## src/rtl/regs_arb_pkg.sv

```systemverilog
// Shared definitions for the two-requester register-file port arbiter:
// FSM state encoding, requester count and default data/address widths.
package regs_arb_pkg;

  localparam int NUM_REQ    = 2;
  localparam int DEF_DATA_W = 32;
  localparam int DEF_ADDR_W = 5;

  typedef enum logic [1:0] {
    IDLE  = 2'd0,
    ISSUE = 2'd1,
    DONE  = 2'd2
  } state_t;

endpackage

```

## src/rtl/regs_arb_pick.sv

```systemverilog
// Winner selection for two requesters. A lone request always wins; on a tie
// the requester that did not win last time gets the grant. The "last" input
// is the index of the previous winner (0 = core, 1 = debug). Driving it
// constantly with 1 turns the tie rule into fixed priority for requester 0.
module regs_arb_pick
  import regs_arb_pkg::*;
(
  input  logic [NUM_REQ-1:0] req,
  input  logic               last,
  output logic [NUM_REQ-1:0] gnt
);

  // One-hot grant from the request vector and the previous winner.
  always_comb begin
    gnt = '0;
    if (req[0] && req[1]) begin
      gnt = last ? 2'b01 : 2'b10;
    end else if (req[0]) begin
      gnt = 2'b01;
    end else if (req[1]) begin
      gnt = 2'b10;
    end
  end

endmodule

```

## src/rtl/regs_port_arb.sv

```systemverilog
// Arbiter sharing one register-file port pair between the core (requester 0)
// and the debug unit (requester 1).
//
// Handshake: a requester raises req_i with its command fields stable and
// keeps them until gnt_i is seen; it may drop req_i during the gnt cycle or
// keep it high to present the next command. Dropping req_i before gnt_i
// withdraws the command. done_i pulses one cycle after the DONE state; read
// results are valid in rdata_*_i from that pulse until the next read of the
// same requester completes.
//
// Timing: request sampled at edge E0 -> ISSUE (gnt, rf_we) during E0..E1,
// DONE during E1..E2 (register file presents read data), done pulse E2..E3.
//
// Build option: define REGS_ARB_RR_EN for two-way round-robin on ties;
// without it requester 0 always wins a tie.
module regs_port_arb
  import regs_arb_pkg::*;
#(
  parameter int DATA_W = DEF_DATA_W,
  parameter int ADDR_W = DEF_ADDR_W
) (
  input  logic              clk,
  input  logic              rst_n,
  // requester 0 (core)
  input  logic              req_0,
  input  logic              wr_0,
  input  logic [ADDR_W-1:0] addr_a_0,
  input  logic [ADDR_W-1:0] addr_b_0,
  input  logic [DATA_W-1:0] wdata_0,
  output logic              gnt_0,
  output logic              done_0,
  output logic [DATA_W-1:0] rdata_a_0,
  output logic [DATA_W-1:0] rdata_b_0,
  // requester 1 (debug)
  input  logic              req_1,
  input  logic              wr_1,
  input  logic [ADDR_W-1:0] addr_a_1,
  input  logic [ADDR_W-1:0] addr_b_1,
  input  logic [DATA_W-1:0] wdata_1,
  output logic              gnt_1,
  output logic              done_1,
  output logic [DATA_W-1:0] rdata_a_1,
  output logic [DATA_W-1:0] rdata_b_1,
  // register-file side
  output logic [ADDR_W-1:0] rf_rnum_A,
  output logic [ADDR_W-1:0] rf_rnum_B,
  output logic [ADDR_W-1:0] rf_wnum,
  output logic [DATA_W-1:0] rf_wdata,
  output logic              rf_we,
  input  logic [DATA_W-1:0] rf_rdata_A,
  input  logic [DATA_W-1:0] rf_rdata_B,
  output logic              busy
);

  state_t              state;
  state_t              state_nxt;
  logic [NUM_REQ-1:0]  req_vec;
  logic [NUM_REQ-1:0]  pick_gnt;
  logic                last;
  logic                start;

  // Latched command of the current winner.
  logic                lat_win;
  logic                lat_wr;
  logic [ADDR_W-1:0]   lat_a;
  logic [ADDR_W-1:0]   lat_b;
  logic [DATA_W-1:0]   lat_d;

  assign req_vec = {req_1, req_0};

`ifdef REGS_ARB_RR_EN
  // The latched winner index doubles as the round-robin pointer: it is
  // reloaded on every ISSUE entry and resets to 1 so requester 0 wins the
  // first tie.
  assign last = lat_win;
`else
  assign last = 1'b1;
`endif

  regs_arb_pick u_pick (
    .req  (req_vec),
    .last (last),
    .gnt  (pick_gnt)
  );

  // FSM state register.
  always_ff @(posedge clk or negedge rst_n) begin
    if (!rst_n) begin
      state <= IDLE;
    end else begin
      state <= state_nxt;
    end
  end

  // Next state: ISSUE and DONE are single cycles; DONE chains straight into
  // a new ISSUE when any request is pending.
  always_comb begin
    state_nxt = state;
    case (state)
      IDLE:    state_nxt = (|pick_gnt) ? ISSUE : IDLE;
      ISSUE:   state_nxt = DONE;
      DONE:    state_nxt = (|pick_gnt) ? ISSUE : IDLE;
      default: state_nxt = IDLE;
    endcase
  end

  assign start = (state_nxt == ISSUE);

  // Capture the winner and its command fields on every ISSUE entry.
  always_ff @(posedge clk or negedge rst_n) begin
    if (!rst_n) begin
      lat_win <= 1'b1;
      lat_wr  <= 1'b0;
      lat_a   <= '0;
      lat_b   <= '0;
      lat_d   <= '0;
    end else if (start) begin
      lat_win <= pick_gnt[1];
      if (pick_gnt[1]) begin
        lat_wr <= wr_1;
        lat_a  <= addr_a_1;
        lat_b  <= addr_b_1;
        lat_d  <= wdata_1;
      end else begin
        lat_wr <= wr_0;
        lat_a  <= addr_a_0;
        lat_b  <= addr_b_0;
        lat_d  <= wdata_0;
      end
    end
  end

  // Grants and write enable are decoded from the state register, so an
  // asynchronous reset during ISSUE removes them immediately.
  assign gnt_0 = (state == ISSUE) && !lat_win;
  assign gnt_1 = (state == ISSUE) &&  lat_win;
  assign rf_we = (state == ISSUE) &&  lat_wr;
  assign busy  = (state != IDLE);

  // Register-file numbers and write data follow the latched command and
  // therefore hold their last values outside ISSUE.
  assign rf_wnum   = lat_a;
  assign rf_rnum_A = lat_a;
  assign rf_rnum_B = lat_b;
  assign rf_wdata  = lat_d;

  // Completion pulse one cycle after DONE, and read-data capture at the
  // DONE-exit edge for the winning requester on reads only.
  always_ff @(posedge clk or negedge rst_n) begin
    if (!rst_n) begin
      done_0    <= 1'b0;
      done_1    <= 1'b0;
      rdata_a_0 <= '0;
      rdata_b_0 <= '0;
      rdata_a_1 <= '0;
      rdata_b_1 <= '0;
    end else begin
      done_0 <= (state == DONE) && !lat_win;
      done_1 <= (state == DONE) &&  lat_win;
      if ((state == DONE) && !lat_wr) begin
        if (lat_win) begin
          rdata_a_1 <= rf_rdata_A;
          rdata_b_1 <= rf_rdata_B;
        end else begin
          rdata_a_0 <= rf_rdata_A;
          rdata_b_0 <= rf_rdata_B;
        end
      end
    end
  end

endmodule

```

## config.mk

```make
export PLATFORM = sky130hd
export DESIGN_NAME = regs_port_arb
export DESIGN_NICKNAME = d
export VERILOG_FILES = /design/src/rtl/regs_arb_pkg.sv /design/src/rtl/regs_arb_pick.sv /design/src/rtl/regs_port_arb.sv
export SDC_FILE = /design/constraint.sdc
export NUM_CORES = 1
export LEC_CHECK = 0
export ABC_AREA = 0
export CORE_MARGIN = 5
export CORE_UTILIZATION = 25
export CTS_BUF_LIST = sky130_fd_sc_hd__clkbuf_8
export DETAILED_ROUTE_END_ITERATION = 8
export DONT_BUFFER_PORTS = 1
export GPL_ROUTABILITY_DRIVEN = 0
export GPL_TIMING_DRIVEN = 0
export PLACE_DENSITY = 0.38
export SLEW_MARGIN = 20
export SYNTH_ARGS = -nofsm -noshare
export SYNTH_HDL_FRONTEND = slang
export SYNTH_SLANG_ARGS = --single-unit
```

## constraint.sdc

```tcl
create_clock -name clk -period 1.8 [get_ports clk]
set_input_delay 0.27 -clock clk [delete_from_list [all_inputs] [get_ports clk]]
set_output_delay 0.27 -clock clk [all_outputs]
set_load 0.05 [all_outputs]
```

* Word level (Yosys, flattened, before mapping)
Cells that the tools add are included.
Operators by class: add/subtract/negate cells 0, multipliers 0, div/mod/pow operators 0, magnitude comparators 0, equal/unequal tests 3, shifts and indexed selects 0, muxes and demuxes 9, bitwise logic cells 1, reductions and logical operators 15
Operator list (count):
- two-way mux 32 bit | 1
- two-way mux 5 bit | 2
- logical AND 1 bit | 7
- two-way mux 2 bit | 3
- equality test 2 x 1 -> 1 bit, second input constant | 2
- case mux 2 bit (2 select lines) | 1
- AND reduction 2 bit | 2
- OR reduction 2 bit | 2
- equality test 2 bit, second input constant | 1
- zero test 1 bit | 2
- zero test 2 bit | 1
- two-way mux 1 bit | 2
- nonzero test 2 bit | 1
- NOT 1 bit | 1
Storage, ports and cells: bits in registers 176, bits in latches 0, bits in writable memories 0, bits in read-only memories 0, input bits 154, output and inout port bits 181, word-level logic and storage cells 40, memories 0

* Depth between registers and ports, before layout
word-level depth 7, gate-level depth with buffers 5, depth with buffers taken out 2

* Modules after synthesis
Synthesis repeated with hierarchy kept, for this count alone.
Second synthesis, totals: cells, all modules 496, area, all modules 7292.0 µm²
By module, submodules not included:
- regs_port_arb | times used 1, cells an instance 493, area an instance 7273.2 µm², seq. area each 4405.5 µm²
- regs_arb_pick | times used 1, cells an instance 3, area an instance 18.8 µm², seq. area each 0.0 µm²

* Least setup slack after synthesis
No wires, ideal clock.
path type register to register, start point register state[0], end point register rdata_a_0[0], library setup time 0.125 ns, data arrival time 1.419 ns, required time 1.675 ns, path slack 0.256 ns, cell stages (with the launch flop) 6, buffers on the path 3, clock period less this slack 1.544 ns, path through dfrtp_1 buf_4 nor4b_2 buf_4 buf_6 mux2_2
On the way: word-level cells in the longest chain between the ends 3
Ends and longest elaborated chain:
- from (decl) | RTL line regs_port_arb.sv:55 | state_t state;
- from (signal assigned) | RTL line regs_port_arb.sv:91 | state <= state_nxt;
- equality test 2 bit | RTL line regs_port_arb.sv:160 | if ((state == DONE) && !lat_wr) begin
- logical AND 1 bit | RTL line regs_port_arb.sv:160
- AND reduction 2 bit (no source line)
- to (signal assigned) | RTL line regs_port_arb.sv:165 | rdata_a_0 <= rf_rdata_A;
- to (decl) | RTL line regs_port_arb.sv:32 | output logic [DATA_W-1:0] rdata_a_0,
No other way between the ends. A chain may end at the register's enable or synchronous reset.

* Worst setup path in the final report
start point register state[0], end point output port busy
On the way: word-level cells in the longest chain between the ends 1
Ends and longest elaborated chain:
- nonzero test 2 bit | RTL line regs_port_arb.sv:138 | assign busy = (state != IDLE);
- to (decl) | RTL line regs_port_arb.sv:52 | output logic busy
No other way between the ends.

==> metrics.log <==
INFO  metric core = 29,500 um^2
INFO  metric drt_drc_violations_left = 0
INFO  metric crit_path_end_kind = primary output
INFO  metric final_layout_size_suffix_gt1_share = 30.5%
INFO  metric reg2reg_depth = 6
INFO  metric timing.slew.headroom = 61.4%
INFO  metric fp.dieH = 182 um
INFO  metric fin_crit_sh = 98.5%
INFO  metric antennaDiodeCount = 0
INFO  metric slowest_delay = 390 ps
INFO  metric synth_cell_type_count = 22
INFO  metric maxClockFrequency = 0.564 GHz
INFO  metric setup_viol = 0
INFO  metric maxSlewViolCount = 0
INFO  metric grt_max_degree = 177
INFO  metric port-buffer-count = 0
INFO  metric fillCellCount = 3,009
INFO  metric timing.critical_path.slowest_stage_cell = sky130_fd_sc_hd__dfrtp_1
INFO  metric rsz_0062_raised_after_global_routing = yes
INFO  metric rr_endpoint = rdata_a_1[19]
INFO  metric synth_compound_area_share = 4.69%
INFO  metric effective_utilization_at_floorplan = 25.1%
INFO  metric fp.dieArea = 33,200 um^2
INFO  metric grt_pass1_vias = 5,366
INFO  metric synth_simple_gate_area_share = 9.84%
INFO  metric i_o_pins = 335
INFO  metric min_tclk_post_route = 1770 ps
INFO  metric outcome = complete, but fails checks
INFO  metric drtIter0Drc = 154
INFO  metric design.final.nets = 799
INFO  metric area.sequential = 4410 um^2
INFO  metric via_count = 4,817
INFO  metric worstPathBufferInverterCount = 3
INFO  metric clkTransAtPathRegs = 110 ps
INFO  metric setup_crit_start = state[0]
INFO  metric flow.area_growth_from_synthesis = 24.6%
INFO  metric power.density_cell_area = 1910 nW/um^2
INFO  metric master_cell_of_the_clock_root_buffer = sky130_fd_sc_hd__clkbuf_8
INFO  metric via_per_inst = 4.60
INFO  metric synth_adder_area_share = 0%
INFO  metric clock_buffers_created_by_tritoncts = 17
INFO  metric worst_ep_arrival_time = 1500 ps
INFO  metric post_drt_wl_per_cell = 21.1 um
INFO  metric antenna_found_initial = 0
INFO  metric regToRegStartpoint = state[0]
INFO  metric hold_path_class = in2async
INFO  metric vdd_drop_max = 0.000470 V
INFO  metric floorplan.rows = 63
INFO  metric timing.max_cap.violations = 0
INFO  metric synth.cell_area = 7410 um^2
INFO  metric multi_input_comb_area = 2540 um^2
INFO  metric setup.reg_to_reg.worst_slack = 40 ps
INFO  metric cts_max_level = 4
INFO  metric critPathLaunchType = flip-flop
INFO  metric overflow = 0
INFO  metric synth-warning-count = 0
INFO  metric cts_tree = built
INFO  metric holdWs = -500 ps
INFO  metric totalPowerFinal = 17,600 uW
INFO  metric yosys_register_bits = 176
INFO  metric worst_slew_pin_slew = 579 ps
INFO  metric critical_path.top_delay_family = flip-flops
INFO  metric final.setup.tns = 0 ps
INFO  metric synth_nets = 692
INFO  metric layout_commonest_cell = sky130_fd_sc_hd__dfrtp_1
INFO  metric hold_viol_final = 176
INFO  metric floorplan.die.width = 182 um
INFO  metric grt_use_total = 13.0%
INFO  metric insertion_delay = 460 ps
INFO  metric total_length_of_routed_wires = 22,100 um
INFO  metric postRouteAntennaNets = 0
INFO  metric worstSetupPathDepth = 4
INFO  metric grt_pass1_wl = 33,500 um
INFO  metric timing_worst_setup_path_type = reg2out
INFO  metric violated_checks = negative hold slack
INFO  metric worst-path-max-fanout = 4
INFO  metric path_cells = buf_6 > buf_12 > buf_8 > or2_4
INFO  metric postPlaceCellArea = 7900 um^2
INFO  metric mostFrequentLayoutCells = sky130_fd_sc_hd__dfrtp_1, sky130_fd_sc_hd__mux2_2, sky130_fd_sc_hd__dlygate4sd3_1
INFO  metric post_synth_xor_area_fraction = 0%
INFO  metric tritoncts_num_sinks = 176
INFO  metric synth_top_family_by_area = multiplexers
INFO  metric required_time_of_the_critical_path = 1530 ps
INFO  metric synth_seq_area_share = 59.5%
INFO  metric synthCells = 538
INFO  metric synth.area.mux_share = 19.5%
INFO  metric layout.cell_area.non_filler = 9230 um^2
INFO  metric synth_area_per_inst = 13.8 um^2
INFO  metric cp-endpoint = busy
INFO  metric cts_max_path_buffers = 2
INFO  metric postLayoutCoreUtil = 31.3%
INFO  metric drt-pass1-iter-count = 5
INFO  metric total_leakage_power = 0.00386 uW
INFO  metric finalClockSkew = 21.1 ps
INFO  metric dpl.hpwl = 16,100 um
==> through the flow <==
stage | worst slack [ps] | instances
2_1_floorplan | 256 | 538
3_3_place_gp | -83.9 | 928
6_report | 26.7 | 1048
4_1_cts | -15.1 | 1042
5_1_grt | -54.9 | 1048
3_5_place_dp | -147 | 928
==> per-layer routing <==
| layer | share of wire (%) | up-vias | global-route usage [%] |
|---|---|---|---|
| met2 | 49 | 242 | 22.0 |
| li1 | - | 2125 | - |
| met3 | 11 | 20 | 6.36 |
| met4 | 1.7 | 0 | 3.63 |
| met1 | 38 | 2430 | 14.6 |
| met5 | 0 | - | 0 |
==> flip-flops by register name (all words and copies together) (netlist names) <==
name       cells
rdata_a_0     32
rdata_a_1     32
rdata_b_0     32
rdata_b_1     32
rf_wdata      32
rf_rnum_A      5
rf_rnum_B      5
state          2
done_0         1
done_1         1
lat_win        1
lat_wr         1
==> synthesized netlist by cell type <==
cell type                  instances  share of area, %
sky130_fd_sc_hd__a211oi_1         38               3.9
sky130_fd_sc_hd__a21oi_1           1             0.067
sky130_fd_sc_hd__a222oi_1          5              0.68
sky130_fd_sc_hd__and2_1            3              0.25
sky130_fd_sc_hd__and4bb_2          1              0.17
sky130_fd_sc_hd__buf_1             3              0.15
sky130_fd_sc_hd__buf_2             4              0.27
sky130_fd_sc_hd__buf_4             8              0.81
sky130_fd_sc_hd__buf_6            12               1.8
sky130_fd_sc_hd__clkbuf_1         19              0.96
sky130_fd_sc_hd__dfrtp_1         175                59
sky130_fd_sc_hd__dfstp_2           1              0.35
sky130_fd_sc_hd__inv_1            50               2.5
sky130_fd_sc_hd__mux2_2          128                19
sky130_fd_sc_hd__nand2b_1          1             0.084
sky130_fd_sc_hd__nor2_1            5              0.25
sky130_fd_sc_hd__nor2b_1           3              0.25
sky130_fd_sc_hd__nor3b_1          40               4.1
sky130_fd_sc_hd__nor4b_1          38               4.5
sky130_fd_sc_hd__nor4b_2           1              0.20
sky130_fd_sc_hd__o21bai_1          1              0.10
sky130_fd_sc_hd__or2_2             1             0.084
==> worst min-delay path by stage <==
stage,cells past startpoint,slack [ps],end,startpoint
3_5_place_dp,0,-20,rdata_b_0[27],rst_n
2_1_floorplan,0,-30,done_0,rst_n
4_1_cts,0,-560,rdata_b_0[27],rst_n
5_1_grt,0,-580,rdata_b_0[27],rst_n
3_3_place_gp,0,-20,rdata_b_1[27],rst_n
6_report,0,-500,rdata_b_0[27],rst_n
==> power breakdown <==
group	internal (uW)	switching [uW]	total (uW)	leakage, uW
Combinational	1470	920	2390	0.00157
Clock	1070	1660	2730	0.000202
Sequential	5440	7060	12500	0.00209
Total	7990	9640	17600	0.00386
==> logic make-up (layout without fill, tap and decap cells) <==
kind of cell | Yosys count | in the layout
AO/OA/AOI/OAI | 45 | 45
multiplexers | 128 | 128
flip-flops | 176 | 176
buffers and inverters | 96 | 216
AND/OR/NAND/NOR | 93 | 93
==> timing repair <==
| item | CTS | global route |
|---|---|---|
| endpoints found under the hold margin | 313 | 181 |
| setup endpoints to repair | 5 | 108 |
| pin swaps | 2 | 0 |
| gates resized for setup | 21 | 8 |
| setup buffers | 5 | 1 |
| hold buffers | 77 | 5 |
==> final cells by class <==
cell class                 count  share of cell area [%]
buffer                        46                    3.84
clock buffer                  18                    2.68
clock inverter                14                    1.49
inverter                      50                    2.03
multi-input combinational    266                    27.5
sequential                   176                    47.8
tap                          390                    5.29
timing repair buffer          88                    9.38
No activity file was read; power rests on OpenSTA's default activity.
